===== config.mk =====
export PLATFORM = sky130hd
export DESIGN_NAME = sample_iter_flat
export DESIGN_NICKNAME = d
export VERILOG_FILES = /design/src/rtl/sample_iter_if.sv /design/src/rtl/sample_iter.sv /design/src/flat_wrapper.sv
export SDC_FILE = /design/constraint.sdc
export NUM_CORES = 1
export LEC_CHECK = 0
export CORE_AREA = 2 2 230 232
export DETAILED_ROUTE_END_ITERATION = 6
export DIE_AREA = 0 0 232 234
export GPL_TIMING_DRIVEN = 0
export HOLD_SLACK_MARGIN = 0.08
export PLACE_DENSITY = 0.7
export SETUP_SLACK_MARGIN = 0.5
export SLEW_MARGIN = 20
export SYNTH_ARGS = -nofsm -noshare
export SYNTH_HDL_FRONTEND = slang
export SYNTH_SLANG_ARGS = --single-unit

===== constraint.sdc =====
create_clock -name clk -period 4.44 [get_ports clk]
set_clock_uncertainty 0.15 [all_clocks]
set_input_delay 0.888 -clock clk [delete_from_list [all_inputs] [get_ports clk]]
set_output_delay 0.888 -clock clk [all_outputs]
set_load 0.01 [all_outputs]

===== src/rtl/sample_iter_if.sv =====
// Upstream (R13) and downstream (R14) signal bundle of the sample iterator.
// master = triangle source / sample consumer side, slave = the iterator.
interface sample_iter_if #(
  parameter int SIGFIG = 24,
  parameter int VERTS  = 3,
  parameter int AXIS   = 3
);
  logic [VERTS*AXIS*SIGFIG-1:0] tri_R13S;
  logic [4*SIGFIG-1:0]          box_R13S;
  logic                         validTri_R13H;
  logic [3:0]                   subSample_RnnnnU;
  logic                         stall_R14H;
  logic                         halt_RnnnnL;
  logic [VERTS*AXIS*SIGFIG-1:0] tri_R14S;
  logic [2*SIGFIG-1:0]          sample_R14S;
  logic                         validSamp_R14H;
  logic                         lastSamp_R14H;

  modport master (
    output tri_R13S, box_R13S, validTri_R13H, subSample_RnnnnU, stall_R14H,
    input  halt_RnnnnL, tri_R14S, sample_R14S, validSamp_R14H, lastSamp_R14H
  );

  modport slave (
    input  tri_R13S, box_R13S, validTri_R13H, subSample_RnnnnU, stall_R14H,
    output halt_RnnnnL, tri_R14S, sample_R14S, validSamp_R14H, lastSamp_R14H
  );
endinterface


===== src/rtl/sample_iter.sv =====
// Sample iterator: walks every sample position of a pixel-aligned bounding box
// in raster order (x fastest) at the selected subsample step, one per cycle.
module sample_iter #(
  parameter int SIGFIG = 24,
  parameter int RADIX  = 10,
  parameter int VERTS  = 3,
  parameter int AXIS   = 3
) (
  input logic           clk,
  input logic           rst_n,
  sample_iter_if.slave  bus
);
  localparam int TW = VERTS*AXIS*SIGFIG;

  typedef enum logic {WAIT, TEST} state_t;
  typedef logic signed [SIGFIG:0]   wide_t;
  typedef logic signed [SIGFIG-1:0] coord_t;

  state_t          state, state_nx;
  logic [TW-1:0]   tri_q, tri_nx;
  coord_t          x_q, x_nx, y_q, y_nx;
  coord_t          llx_q, llx_nx, urx_q, urx_nx, ury_q, ury_nx;
  wide_t           step_q, step_nx, step_sel;
  wide_t           x_adv, y_adv;
  coord_t          in_llx, in_lly, in_urx, in_ury;
  logic            degenerate;

  assign in_llx = bus.box_R13S[0*SIGFIG +: SIGFIG];
  assign in_lly = bus.box_R13S[1*SIGFIG +: SIGFIG];
  assign in_urx = bus.box_R13S[2*SIGFIG +: SIGFIG];
  assign in_ury = bus.box_R13S[3*SIGFIG +: SIGFIG];

  assign degenerate = (in_llx > in_urx) || (in_lly > in_ury);

  always_comb begin
    case (bus.subSample_RnnnnU)
      4'b0100: step_sel = wide_t'(1 << (RADIX-1));
      4'b0010: step_sel = wide_t'(1 << (RADIX-2));
      4'b0001: step_sel = wide_t'(1 << (RADIX-3));
      default: step_sel = wide_t'(1 << RADIX);
    endcase
  end

  // One extra bit keeps x+step / y+step from wrapping near the coordinate limit.
  assign x_adv = wide_t'({x_q[SIGFIG-1], x_q}) + step_q;
  assign y_adv = wide_t'({y_q[SIGFIG-1], y_q}) + step_q;

  always_ff @(posedge clk or negedge rst_n) begin
    if (!rst_n) begin
      state  <= WAIT;
      tri_q  <= '0;
      x_q    <= '0;
      y_q    <= '0;
      llx_q  <= '0;
      urx_q  <= '0;
      ury_q  <= '0;
      step_q <= '0;
    end else begin
      state  <= state_nx;
      tri_q  <= tri_nx;
      x_q    <= x_nx;
      y_q    <= y_nx;
      llx_q  <= llx_nx;
      urx_q  <= urx_nx;
      ury_q  <= ury_nx;
      step_q <= step_nx;
    end
  end

  always_comb begin
    state_nx = state;
    tri_nx   = tri_q;
    x_nx     = x_q;
    y_nx     = y_q;
    llx_nx   = llx_q;
    urx_nx   = urx_q;
    ury_nx   = ury_q;
    step_nx  = step_q;
    case (state)
      WAIT: begin
        if (bus.validTri_R13H && !degenerate) begin
          tri_nx   = bus.tri_R13S;
          llx_nx   = in_llx;
          urx_nx   = in_urx;
          ury_nx   = in_ury;
          step_nx  = step_sel;
          x_nx     = in_llx;
          y_nx     = in_lly;
          state_nx = TEST;
        end
      end
      TEST: begin
        if (!bus.stall_R14H) begin
          if (x_adv <= wide_t'({urx_q[SIGFIG-1], urx_q})) begin
            x_nx = x_adv[SIGFIG-1:0];
          end else begin
            x_nx = llx_q;
            y_nx = y_adv[SIGFIG-1:0];
            if (y_adv > wide_t'({ury_q[SIGFIG-1], ury_q}))
              state_nx = WAIT;
          end
        end
      end
      default: state_nx = WAIT;
    endcase
  end

  assign bus.halt_RnnnnL    = (state == WAIT);
  assign bus.validSamp_R14H = (state == TEST);
  assign bus.tri_R14S       = tri_q;
  assign bus.sample_R14S    = {y_q, x_q};
  assign bus.lastSamp_R14H  = (state == TEST)
                            && (x_adv > wide_t'({urx_q[SIGFIG-1], urx_q}))
                            && (y_adv > wide_t'({ury_q[SIGFIG-1], ury_q}));
endmodule


===== src/flat_wrapper.sv =====
// flat-port wrapper written by rule: the top's interface ports become plain ports
module sample_iter_flat 
#(
  parameter int SIGFIG = 24,
  parameter int RADIX  = 10,
  parameter int VERTS  = 3,
  parameter int AXIS   = 3
)
  (clk, rst_n, bus_tri_R13S, bus_box_R13S, bus_validTri_R13H, bus_subSample_RnnnnU, bus_stall_R14H, bus_halt_RnnnnL, bus_tri_R14S, bus_sample_R14S, bus_validSamp_R14H, bus_lastSamp_R14H);
  sample_iter_if #(.SIGFIG(SIGFIG), .VERTS(VERTS), .AXIS(AXIS)) bus_i ();
  input logic clk;
  input logic rst_n;
  input wire logic [$bits(bus_i.tri_R13S)-1:0] bus_tri_R13S;
  input wire logic [$bits(bus_i.box_R13S)-1:0] bus_box_R13S;
  input wire logic [$bits(bus_i.validTri_R13H)-1:0] bus_validTri_R13H;
  input wire logic [$bits(bus_i.subSample_RnnnnU)-1:0] bus_subSample_RnnnnU;
  input wire logic [$bits(bus_i.stall_R14H)-1:0] bus_stall_R14H;
  output wire logic [$bits(bus_i.halt_RnnnnL)-1:0] bus_halt_RnnnnL;
  output wire logic [$bits(bus_i.tri_R14S)-1:0] bus_tri_R14S;
  output wire logic [$bits(bus_i.sample_R14S)-1:0] bus_sample_R14S;
  output wire logic [$bits(bus_i.validSamp_R14H)-1:0] bus_validSamp_R14H;
  output wire logic [$bits(bus_i.lastSamp_R14H)-1:0] bus_lastSamp_R14H;
  assign bus_i.tri_R13S = bus_tri_R13S;
  assign bus_i.box_R13S = bus_box_R13S;
  assign bus_i.validTri_R13H = bus_validTri_R13H;
  assign bus_i.subSample_RnnnnU = bus_subSample_RnnnnU;
  assign bus_i.stall_R14H = bus_stall_R14H;
  assign bus_halt_RnnnnL = bus_i.halt_RnnnnL;
  assign bus_tri_R14S = bus_i.tri_R14S;
  assign bus_sample_R14S = bus_i.sample_R14S;
  assign bus_validSamp_R14H = bus_i.validSamp_R14H;
  assign bus_lastSamp_R14H = bus_i.lastSamp_R14H;
  sample_iter #(.SIGFIG(SIGFIG), .RADIX(RADIX), .VERTS(VERTS), .AXIS(AXIS)) u_core (.clk(clk), .rst_n(rst_n), .bus(bus_i));
endmodule

==> flow_summary.ini <==
[status]
status = complete, but fails checks
violations = setup timing

[cts]
path_clk_slew_ns = 0.06
htree_levels = 2
clockBufferDepth = 3
cts_tree = built
clkLatencyLatePin_ns = 0.56
cts.sinks = 341
numCtsBuffers = 41
clockRootBuffer = clkbuf_16

[detailed_routing]
vias_per_cell = 4.94
wirelength_mm = 67.5
vias = 16400
post_drt_wl_per_cell_um = 20.3
drc = 0
first_iter_violations = 1035
antenna_left = 0
drt_first_pass_iters = 5

[worst_setup_path]
critPathLaunchType = flip-flop
critPathMaxFanout = 5
reg2reg_to = u_core.x_q[20]
crit_type = flip-flop to primary output
reg2reg_depth = 24
timing.rr.start = u_core.step_q[8]
crit_required_ns = 3.40
end_kind = primary output
reg2reg_slack_ns = -0.19
arrival_ns = 4.37

[timing]
setup_viol = 30
relSlewSlack_pct = 42.6
slew_viol_final = 0
timing.setup.tns_ns = -3.47
setup_slack_ns = -0.970
fin_hold_ws_ns = 0.136
period_share_pct = 122
rsz0062_at_grt = true
timing.fmax_ghz = 0.185
period_needed_ns = 5.41
timing.final.hold_violations = 0
worstMarginPinSlew_ns = 0.861

[layout]
stdcell_area_um2 = 26200
area_growth_pct = 57.5
fill_cells = 4716
drive_above_1_share_pct = 12.4
fin_nets = 3037
multi_input_area_um2 = 7930
regArea_um2 = 8530

[logic_synthesis]
seq_area_frac_synth_pct = 51.3
synth_area_leaders = dfrtp_1 (51%), nand2_1 (18%), ha_1 (8.0%), inv_1 (3.0%), o21ai_0 (2.4%)
synth-seq-cells = 341
synth.distinct_cells = 62
async_reset_ff_share_pct = 100
syn-cell-area_um2 = 16600
syn_avg_cell_area_um2 = 8.66
synth_ff_type = dfrtp_1
synthCells = 1922
synth_edf_count = 0
syn-num-nets = 2350
yosysTopAreaCellShare_pct = 51.3
yosysMostFrequentCell = nand2_1
yosys.area.top_type = dfrtp_1
synthTopCellsByCount = nand2_1 (805), dfrtp_1 (341), inv_1 (132)
yosysWarnings = 0

[flow_run]
maxCapViolations = 0

[placement]
place_congestion = 0.926
dp_hpwl_mm = 50.5
place_area_um2 = 23500
port_buffers = 585
dp_slack_ns = -1.52

[pwr]
power_per_cell_area_nw_per_um2 = 736
ir_drop_v = 0.000457
power_leakage_uw = 0.0125

[floorplanning]
die_w_um = 232
floorplan.initialDensity_pct = 32.0
dieArea_um2 = 54300
io-pin-count = 587
core_um2 = 52000
die-height_um = 234
rows = 84

[global_routing]
antenna_found_initial = 5
grt_first_pass_wirelength_mm = 98.5
grt_max_degree = 98
grt-ovfl-total = 0
track_usage_pct = 23.8
grt_pass1_vias = 16700

[hold_path]
hold_path.class = input pin to async pin
through the flow:
stage | instances | power, uW | util (%)
floorplan | 1922 | 9540 | -
global placement | 3195 | 13700 | 45.0
detailed placement | 3198 | 13900 | 45.1
CTS | 3307 | 18800 | 49.5
global route | 3326 | 20400 | 50.4
finish | 3326 | 19300 | 50.4
final cells by class:
class,instances,share of cell area (%)
Sequential cell,341,32.6
Multi-Input combinational cell,1362,30.3
Timing Repair Buffer,644,24.9
Clock buffer,61,4.63
Tap cell,688,3.29
Buffer,86,2.06
Inverter,133,1.91
Clock inverter,10,0.368
Antenna cell,1,0.00955
logic make-up after synthesis:
family          count (synthesis)  synth area share [%]
simple gates                  987                  24.2
flops                         341                  51.3
compound gates                231                  8.78
buf+inv                       219                  5.65
fa+ha+maj                     108                  8.21
xor+xnor                       35                  1.84
mux                             1                0.0677
power by group:
group          internal (uW)  total [uW]  switching [uW]
clock                   1950        3320            1380
combinational           5180       10400            5180
sequential              4610        5610             998
total                  11700       19300            7560
placed cells by master, fill, tap and decap left out, types with 9 or more instances in the layout:
| master | instances |
|---|---|
| a211oi_2 | 9 |
| a21o_1 | 17 |
| a21oi_1 | 33 |
| a21oi_2 | 18 |
| buf_2 | 48 |
| buf_4 | 47 |
| buf_6 | 12 |
| clkbuf_1 | 17 |
| clkbuf_16 | 42 |
| clkbuf_8 | 9 |
| clkdlybuf4s50_1 | 583 |
| dfrtp_1 | 341 |
| ha_1 | 100 |
| inv_1 | 131 |
| nand2_1 | 800 |
| nand3_1 | 21 |
| nand4_1 | 17 |
| nor2_1 | 39 |
| nor2_4 | 12 |
| nor3_1 | 21 |
| nor3_2 | 11 |
| o21ai_0 | 76 |
| o221ai_1 | 10 |
| xnor2_1 | 21 |
flip-flops by register name, summed over array words and instances, names as in the netlist:
signal / flops
u_core.step_q: 4
u_core.y_q: 24
u_core.bus.tri_R14S: 216
u_core.urx_q: 24
u_core.x_q: 24
u_core.bus.validSamp_R14H: 1
u_core.ury_q: 24
u_core.llx_q: 24
layer usage:
layer,routed length (um),global-route usage [%],share of wire (%)
met5,55,0,0.082
met4,3270,10.8,4.9
met3,5880,6.70,8.7
met2,32200,39.9,48
met1,26100,28.6,39
worst max path at each step:
| stage | depth (start not counted) | to | start |
|---|---|---|---|
| 6_report | 20 | bus_lastSamp_R14H | u_core.step_q[8] |
| 5_1_grt | 20 | bus_lastSamp_R14H | u_core.step_q[8] |
| 4_1_cts | 15 | bus_lastSamp_R14H | u_core.y_q[7] |
| 3_5_place_dp | 17 | bus_lastSamp_R14H | u_core.step_q[8] |
| 3_3_place_gp | 1 | u_core.bus.tri_R14S[11] | rst_n |
| 2_1_floorplan | 16 | bus_lastSamp_R14H | u_core.step_q[8] |
timing repair:
| action | CTS | global route |
|---|---|---|
| gates cloned | 4 | 0 |
| hold buffers | 0 | 0 |
| resized for setup | 149 | 56 |
| pin swaps | 67 | 40 |
| buffers inserted | 34 | 18 |
| setup endpoints to repair | 342 | 342 |
critical path, cell delays in order, from the launching register on:
cell and delay, ns:
dfrtp_1 0.43, ha_1 0.31, a21o_1 0.12, a21oi_2 0.06, nor2b_2 0.18, o21ai_4 0.09, buf_12 0.15, buf_6 0.11
buf_6 0.11, nor4b_4 0.30, xnor2_2 0.20, ha_4 0.26, a21o_1 0.18, a211oi_2 0.24, a211oi_2 0.06, a41o_1 0.27
nor3_4 0.26, nor2_4 0.07, buf_6 0.12, nor4b_4 0.12, buf_4 0.17
Power figures use the tool's default switching activity.
